==> src/rtl/shift_sequencer_pkg.sv <==
// -----------------------------------------------------------------------------
// shift_seq_pkg
// Shared definitions for the shift sequencer slice.
//   state_t  : sequencer FSM states (IDLE, SHIFT, DONE)
//   SEL_*    : select encodings for the universal shift register core
// -----------------------------------------------------------------------------
package shift_seq_pkg;

   typedef enum logic [1:0] {
      IDLE  = 2'd0,
      SHIFT = 2'd1,
      DONE  = 2'd2
   } state_t;

   localparam logic [1:0] SEL_HOLD  = 2'b00;
   localparam logic [1:0] SEL_LEFT  = 2'b01;
   localparam logic [1:0] SEL_RIGHT = 2'b10;
   localparam logic [1:0] SEL_LOAD  = 2'b11;

endpackage

==> src/rtl/shift_sequencer_if.sv <==
// -----------------------------------------------------------------------------
// shift_sequencer_if
// Bundles the parallel handshake, frame control and serial pin signals of the
// shift sequencer.
//   master : parallel producer / serial pin driver side (drives tx_*, hold,
//            abort, sdi; observes tx_ready, sdo, busy, rx_*)
//   slave  : the sequencer itself
// -----------------------------------------------------------------------------
interface shift_sequencer_if #(
   parameter int WIDTH = 5
);

   logic             tx_valid;
   logic             tx_ready;
   logic [WIDTH-1:0] tx_data;
   logic             tx_dir;
   logic             hold;
   logic             abort;
   logic             sdi;
   logic             sdo;
   logic             busy;
   logic             rx_valid;
   logic [WIDTH-1:0] rx_data;

   modport master (
      output tx_valid, tx_data, tx_dir, hold, abort, sdi,
      input  tx_ready, sdo, busy, rx_valid, rx_data
   );

   modport slave (
      input  tx_valid, tx_data, tx_dir, hold, abort, sdi,
      output tx_ready, sdo, busy, rx_valid, rx_data
   );

endinterface

==> src/rtl/shift_sequencer_usr_core.sv <==
// -----------------------------------------------------------------------------
// usr_core
// WIDTH-bit universal shift register: hold, shift left, shift right or
// parallel load, selected by sel.
//   clk, rst : clock, asynchronous active-high reset (clears q)
//   sel      : SEL_HOLD / SEL_LEFT / SEL_RIGHT / SEL_LOAD
//   par_in   : parallel load value
//   si       : serial input (enters bit 0 on left, bit WIDTH-1 on right)
//   q        : register contents
// -----------------------------------------------------------------------------
module usr_core
   import shift_seq_pkg::*;
#(
   parameter int WIDTH = 5
) (
   input  logic             clk,
   input  logic             rst,
   input  logic [1:0]       sel,
   input  logic [WIDTH-1:0] par_in,
   input  logic             si,
   output logic [WIDTH-1:0] q
);

   logic [WIDTH-1:0] q_q;
   logic [WIDTH-1:0] q_d;

   // Next register value for each operation
   always_comb begin
      q_d = q_q;
      case (sel)
         SEL_LEFT:  q_d = {q_q[WIDTH-2:0], si};
         SEL_RIGHT: q_d = {si, q_q[WIDTH-1:1]};
         SEL_LOAD:  q_d = par_in;
         default:   q_d = q_q;
      endcase
   end

   always_ff @(posedge clk or posedge rst) begin
      if (rst) begin
         q_q <= '0;
      end else begin
         q_q <= q_d;
      end
   end

   assign q = q_q;

endmodule

==> src/rtl/shift_sequencer.sv <==
// -----------------------------------------------------------------------------
// shift_sequencer
// Serial frame controller: accepts a parallel word over a valid/ready
// handshake, shifts it out on sdo in the requested direction while capturing
// the same number of bits from sdi, then presents the received word for one
// cycle on rx_valid/rx_data.
//   clk, rst : clock, asynchronous active-high reset
//   bus      : shift_sequencer_if slave modport (tx handshake, hold, abort,
//              sdi/sdo, busy, rx_valid/rx_data)
// -----------------------------------------------------------------------------
module shift_sequencer
   import shift_seq_pkg::*;
#(
   parameter int WIDTH = 5
) (
   input  logic              clk,
   input  logic              rst,
   shift_sequencer_if.slave  bus
);

   localparam int CW = $clog2(WIDTH + 1);

   state_t           state_q, state_d;
   logic [CW-1:0]    cnt_q, cnt_d;
   logic             dir_q, dir_d;
   logic             busy_q, busy_d;
   logic             rx_valid_q, rx_valid_d;
   logic             tx_ready_q, tx_ready_d;
   logic [1:0]       sel;
   logic             accept;
   logic [WIDTH-1:0] core_q;

   assign accept = bus.tx_valid && tx_ready_q;

   // Next-state, counter, direction and core select. DONE behaves like IDLE
   // for accepts so frames can run back to back. Abort wins over hold, and
   // the counter stops moving once the last bit has been shifted.
   always_comb begin
      state_d = state_q;
      cnt_d   = cnt_q;
      dir_d   = dir_q;
      sel     = SEL_HOLD;
      case (state_q)
         IDLE, DONE: begin
            state_d = IDLE;
            if (accept) begin
               sel     = SEL_LOAD;
               dir_d   = bus.tx_dir;
               cnt_d   = CW'(WIDTH);
               state_d = SHIFT;
            end
         end
         SHIFT: begin
            if (bus.abort) begin
               state_d = IDLE;
            end else if (!bus.hold) begin
               sel   = dir_q ? SEL_RIGHT : SEL_LEFT;
               cnt_d = cnt_q - CW'(1);
               if (cnt_q == CW'(1)) begin
                  state_d = DONE;
               end
            end
         end
         default: state_d = IDLE;
      endcase
      busy_d     = (state_d == SHIFT);
      rx_valid_d = (state_d == DONE);
      tx_ready_d = (state_d != SHIFT);
   end

   // FSM state plus its registered status outputs
   always_ff @(posedge clk or posedge rst) begin
      if (rst) begin
         state_q    <= IDLE;
         cnt_q      <= '0;
         dir_q      <= 1'b0;
         busy_q     <= 1'b0;
         rx_valid_q <= 1'b0;
         tx_ready_q <= 1'b1;
      end else begin
         state_q    <= state_d;
         cnt_q      <= cnt_d;
         dir_q      <= dir_d;
         busy_q     <= busy_d;
         rx_valid_q <= rx_valid_d;
         tx_ready_q <= tx_ready_d;
      end
   end

   usr_core #(
      .WIDTH (WIDTH)
   ) u_core (
      .clk    (clk),
      .rst    (rst),
      .sel    (sel),
      .par_in (bus.tx_data),
      .si     (bus.sdi),
      .q      (core_q)
   );

   // The outgoing bit is the end of the register that leaves first
   assign bus.sdo      = busy_q ? (dir_q ? core_q[0] : core_q[WIDTH-1]) : 1'b0;
   assign bus.busy     = busy_q;
   assign bus.rx_valid = rx_valid_q;
   assign bus.tx_ready = tx_ready_q;
   assign bus.rx_data  = core_q;

endmodule

==> src/flat_wrapper.sv <==
// flat-port wrapper written by rule: the top's interface ports become plain ports
module shift_sequencer_flat import shift_seq_pkg::*;
#(
   parameter int WIDTH = 5
)
  (clk, rst, bus_tx_valid, bus_tx_data, bus_tx_dir, bus_hold, bus_abort, bus_sdi, bus_tx_ready, bus_sdo, bus_busy, bus_rx_valid, bus_rx_data);
  shift_sequencer_if #(.WIDTH(WIDTH)) bus_i ();
  input  logic clk;
  input  logic rst;
  input wire logic [$bits(bus_i.tx_valid)-1:0] bus_tx_valid;
  input wire logic [$bits(bus_i.tx_data)-1:0] bus_tx_data;
  input wire logic [$bits(bus_i.tx_dir)-1:0] bus_tx_dir;
  input wire logic [$bits(bus_i.hold)-1:0] bus_hold;
  input wire logic [$bits(bus_i.abort)-1:0] bus_abort;
  input wire logic [$bits(bus_i.sdi)-1:0] bus_sdi;
  output wire logic [$bits(bus_i.tx_ready)-1:0] bus_tx_ready;
  output wire logic [$bits(bus_i.sdo)-1:0] bus_sdo;
  output wire logic [$bits(bus_i.busy)-1:0] bus_busy;
  output wire logic [$bits(bus_i.rx_valid)-1:0] bus_rx_valid;
  output wire logic [$bits(bus_i.rx_data)-1:0] bus_rx_data;
  assign bus_i.tx_valid = bus_tx_valid;
  assign bus_i.tx_data = bus_tx_data;
  assign bus_i.tx_dir = bus_tx_dir;
  assign bus_i.hold = bus_hold;
  assign bus_i.abort = bus_abort;
  assign bus_i.sdi = bus_sdi;
  assign bus_tx_ready = bus_i.tx_ready;
  assign bus_sdo = bus_i.sdo;
  assign bus_busy = bus_i.busy;
  assign bus_rx_valid = bus_i.rx_valid;
  assign bus_rx_data = bus_i.rx_data;
  shift_sequencer #(.WIDTH(WIDTH)) u_core (.clk(clk), .rst(rst), .bus(bus_i));
endmodule
==> config.mk <==
export PLATFORM = sky130hd
export DESIGN_NAME = shift_sequencer_flat
export DESIGN_NICKNAME = d
export VERILOG_FILES = /design/src/rtl/shift_sequencer_pkg.sv /design/src/rtl/shift_sequencer_if.sv /design/src/rtl/shift_sequencer_usr_core.sv /design/src/rtl/shift_sequencer.sv /design/src/flat_wrapper.sv
export SDC_FILE = /design/constraint.sdc
export NUM_CORES = 1
export LEC_CHECK = 0
export BUFFER_PORTS_ARGS = -buffer_cell sky130_fd_sc_hd__buf_4
export CAP_MARGIN = 30
export CORE_MARGIN = 10
export CORE_UTILIZATION = 38
export CTS_CLUSTER_DIAMETER = 80
export DETAILED_ROUTE_END_ITERATION = 12
export PLACE_DENSITY = 0.74
export SLEW_MARGIN = 20
export SYNTH_ARGS = -nofsm -noshare
export SYNTH_HDL_FRONTEND = slang
export SYNTH_HIERARCHICAL = 1
export SYNTH_SLANG_ARGS = --single-unit
==> constraint.sdc <==
create_clock -name clk -period 4.19 [get_ports clk]
set_input_delay 0.838 -clock clk [delete_from_list [all_inputs] [get_ports clk]]
set_output_delay 0.838 -clock clk [all_outputs]
set_load 0.02 [all_outputs]
-- Yosys cells after proc, flatten, opt, wreduce, memory -nomap -nowiden
Cells that the tools add are included.
- add/sub/neg operators: 1
- $mul: 0
- div/mod/pow operators: 0
- $lt $le $gt $ge: 0
- equality and inequality tests: 12
- shift operators: 0
- multiplexer cells: 17
- bitwise operators: 0
- reductions and logical operators: 7
- operators with widths (kind ; number):
    $pmux 5 s3 ; 1
    $mux 2 ; 7
    $mux 3 ; 3
    $eq 2x2->1 const B ; 4
    $pmux 2 s2 ; 2
    $eq 2x1->1 const B ; 3
    $pmux 3 s2 ; 1
    $ne 2x1->1 const B ; 2
    $ne 2x2->1 const B ; 2
    $reduce_and 4->1 ; 1
    $eq 3x1->1 const B ; 1
    $mux 1 ; 3
    $reduce_bool 3->1 ; 1
    $sub 3x1->3 const B ; 1
    $logic_not 2->1 ; 1
    $reduce_and 2->1 ; 1
    $reduce_bool 2->1 ; 1
    $reduce_or 2->1 ; 1
    $logic_and 1x1->1 ; 1
- register bits: 14
- latch bits: 0
- bits in writable memories: 0
- bits in read-only memories: 0
- input bits: 12
- word-level logic and storage cells: 44
- memories: 0

-- Longest topological paths before layout
- depth after elaboration: 6
- gate-level depth with buffers: 6
- mapped depth without buffers: 4

-- By module
The synthesis kept the hierarchy.
- by module, submodules not included (module ; times used ; cells an instance ; area an instance (um^2) ; seq. area each (um^2)):
    shift_sequencer ; 1 ; 41 ; 449.2 ; 226.5
    usr_core ; 1 ; 12 ; 252.7 ; 125.1

-- Least setup slack after synthesis
Ideal clock, no wire load.
- kind: input-to-reg
- from: input port bus_hold
- to: register u_core.u_core.q_q[0], in the netlist u_core/u_core/q[0]
- library setup time: 139 ps
- arrival time: 2024 ps
- data required time: 4051 ps
- slack: 2027 ps
- cell stages on the path: 5
- path buffers: 1
- cells stage by stage: nor4b_2 > nor2_1 > nor2_1 > buf_6 > mux4_2
- cells in the longest elaborated chain, start to end: 5
- elaborated cells between the ends (all ways): 8
- those cells by class: eq/ne: 3; mux: 4; reduce/logical: 1
- RTL lines (what ; RTL line ; text):
    start: declaration ; flat_wrapper.sv:13 ; input wire logic [$bits(bus_i.hold)-1:0] bus_hold;
    $mux 2 (*) ; shift_sequencer.sv:56 ; end else if (!bus.hold) begin
    $mux 2 (*) ; shift_sequencer.sv:54 ; if (bus.abort) begin
    $pmux 2 s2 (*) ; shift_sequencer.sv:43 ; case (state_q)
    net u_core.sel[1] ; shift_sequencer.sv:29 ; logic [1:0] sel;
    $eq 2x2->1 or $eq 2x1->1 (tied branches) ; shift_sequencer_usr_core.sv:30 ; case (sel)
    $pmux 5 s3 or $reduce_bool 3->1 (tied branches) ; - ;
    end signal: assignment ; shift_sequencer_usr_core.sv:42 ; q_q <= q_d;
    end: declaration ; shift_sequencer_usr_core.sv:24 ; logic [WIDTH-1:0] q_q;
Mark *: on every way through the listed nets, which the timed path passes. The rest lies on a longest branch.
A chain may end at the register's enable or synchronous reset.

-- Worst setup path after layout
- from: input port bus_hold
- to: register u_core.u_core.q_q[2], in the netlist u_core/u_core/q[2]
Same word-level chain as after synthesis.

==> metrics.md <==
| Metric | Value |
|---|---|
| Clk sinks | `14` |
| Core Region | `0.00175 mm2` |
| DR iter-0 viols | `12` |
| Num rows | `15` |
| Rel. slew slack | `60.0%` |
| Worst Tran Pin Value | `0.599 ns` |
| Clock latency on the worst-skew pair | `0.27 ns` |
| Final setup vio count | `0` |
| CP startpoint kind | `input pin` |
| Filler Cell Count | `170` |
| Mapped Area | `702 um2` |
| R2R setup slack | `1.93 ns` |
| Final setup TNS | `0 ns` |
| YS warnings | `6` |
| Multi-input logic area | `305 um2` |
| Leak Pwr | `about 0.42 nW` |
| RSZ-0062 raised after global routing | `no` |
| Die Height | `63.0 um` |
| Clock root buffer | `clkbuf_4` |
| Total GRT Usage | `8.27%` |
| Synth-to-Final Area Change | `26.4%` |
| Ant. Diodes | `0` |
| Vias in the first global route | `roughly 570` |
| WHS | `0.463 ns` |
| Seq/Total Area, Yosys | `50.1%` |
| Fin crit period | `2.42 ns` |
| CP required | `4.33 ns` |
| Congestion Overflow GR | `0` |
| Crit path DAT | `2.56 ns` |
| Pre-antenna DRT Iters | `5` |
| Fin nets | `90` |
| Port buffer count | `20` |
| Post-route ant nets | `0` |
| Worst IR drop on VDD | `0.000283 V` |
| Detailed placement HPWL | `1350 um` |
| Clock skew | `0.00616 ns` |
| Die Wd | `63.0 um` |
| CTS HTree Levels | `1` |
| Post-DP Area | `861 um2` |
| Wirelength, routed | `1660 um` |
| DRC | `0` |
| Outcome | `finished clean` |
| Crit path max fanout | `5` |
| Pwr Total | `0.631 mW` |
| Dominant cell type by area after synthesis | `dfrtp_1` |
| MaxCap Viol Count | `0` |
| Final core utilization | `50.8%` |
| Average size of a mapped cell | `13.2 um2` |
| Post-Syn Nets | `67` |
| Routed vias/inst | `5.11` |
| First-pass GRT wire length | `2610 um` |
| CTS Buf Count | `3` |
| Reg clk slew, reported paths | `0.08 ns` |
| Routability congestion estimate | `0.708` |
| Worst r2r dst | `u_core/u_core/q[2]` |
| Reg area | `352 um2` |
| Syn Inst Count | `53` |
| Per-cell routed wire length | `16.6 um` |
| Post-synth top area share | `46.3%` |
| Final Cycle Share | `57.6%` |
| IO Count | `21` |
| Synth area leaders | `dfrtp_1 46%, mux4_2 16%, dfstp_2 3.7%` |
| Slew Limit Fails | `0` |
| Register bit total from synthesis | `14` |
| Worst slack at placement | `1.51 ns` |
| Pwr/cell area | `712 mW/mm2` |
| Via count | `511` |
| Initial antenna violation count | `0` |
| Post-synth cell types | `23` |
| Finished Cell Area | `slightly below 900 um2` |
| Die area | `0.00397 mm2` |
| Share of cells above drive strength 1 | `42.7%` |
| Largest net degree at the start of global routing | `10` |
| Post-CTS setup buffers | `0` |
| CTS tree | `yes` |
| Worst R2R Start | `u_core/bus.tx_ready` |
| WS Path Type | `input pin to flip-flop` |
| Hold bufs inserted after CTS | `0` |
| Dpl cells | `96` |
| Worst Hold Class | `input pin to async pin` |
| Final Hold Fails | `0` |
| Final Worst Setup Slack | `1.77 ns` |
| Worst Reg-to-Reg Cells | `4` |
| Initial core utilization | `between 40 and 50%` |
| FMAX | `414 MHz` |
| Worst Setup End Kind | `flip-flop` |
| Max Root-Sink Buffers | `2` |
| Post-Layout Cell Count | `100` |
| Post-CTS resize count | `0` |
-- registers in the layout (all words and copies together), names as in the netlist --
| register | cells |
|---|---|
| u_core/u_core/q | 5 |
| u_core/dir_q | 1 |
| u_core/bus.tx_ready | 1 |
| u_core/cnt_q | 3 |
| u_core/bus.rx_valid | 1 |
| u_core/bus.busy | 1 |
| u_core/state_q | 2 |
-- Yosys cell counts --
master and count:
nor4b_2 1, mux2i_1 1, nand3b_1 1, a21oi_1 3
nor2_1 3, nor2b_1 1, and4_1 1, nand2b_1 1
a31oi_1 1, dfrtp_1 13, or3_1 1, buf_6 2
nor3_1 3, nor3b_2 1, mux4_2 5, dfstp_2 1
ha_1 2, mux2_2 1, inv_1 6, o21ai_0 1
o31ai_1 1, a21o_1 2, and3b_1 1
-- layout make-up --
cell class | instances | share of cell area [%]
clock buffer | 4 | 2.96
timing repair buffer | 20 | 16.9
multi-input combinational | 31 | 34.4
inverter | 6 | 2.54
tap | 25 | 3.53
sequential | 14 | 39.6
-- per-layer routing --
| metal | vias up | wire [um] | GRT usage [%] |
|---|---|---|---|
| met5 | - | 0 | 0 |
| met4 | 0 | 41 | 5.87 |
| met3 | 4 | 100 | 1.43 |
| met2 | 17 | 896 | 15.1 |
| met1 | 251 | 616 | 8.16 |
| li1 | 239 | - | - |
-- worst max-delay path by stage --
stage	from	cells past startpoint	endpoint
finish	bus_hold	5	u_core/u_core/q[2]
global route	bus_hold	5	u_core/u_core/q[2]
CTS	bus_hold	5	u_core/u_core/q[2]
detailed placement	bus_hold	5	u_core/u_core/q[2]
global placement	bus_hold	5	u_core/u_core/q[3]
floorplan	bus_hold	5	u_core/u_core/q[0]
-- cells by family after synthesis --
| family | Yosys count | synth area share [%] |
|---|---|---|
| AO/OA/AOI/OAI | 8 | 6.95 |
| buffers and inverters | 8 | 6.42 |
| multiplexers | 7 | 19.1 |
| flip-flops | 14 | 50.1 |
| AND/OR/NAND/NOR | 14 | 13.9 |
| adder cells (fa/ha/maj) | 2 | 3.56 |
-- placed cells by master, fill, tap and decap left out --
cell,Yosys,routed
a21o_1,2,2
a21oi_1,3,3
a31oi_1,1,1
and3b_1,1,1
and4_1,1,1
buf_4,0,20
clkbuf_1,0,1
clkbuf_4,0,3
dfrtp_1,13,13
dfstp_2,1,1
ha_1,2,2
inv_1,6,6
mux2_2,1,1
mux2i_1,1,1
mux4_2,5,5
nand2b_1,1,1
nand3b_1,1,1
nor2_1,3,3
nor2b_1,1,1
nor3_1,3,3
nor3b_2,1,1
nor4b_2,1,1
o21ai_0,1,1
o31ai_1,1,1
or3_1,1,1
-- worst max-delay path: stages --
cell and delay, ns:
buf_4 0.12, nor4b_2 0.38, nor2_1 0.13, nor2_1 0.50, mux4_2 0.59
-- power by group --
group,leakage [nW],total (mW),switching [mW],internal [mW]
clock,0.0150,0.0775,0.0407,0.0369
combinational,0.233,0.311,0.151,0.161
sequential,0.168,0.243,0.0498,0.193
(Power assumes the default switching activity.)
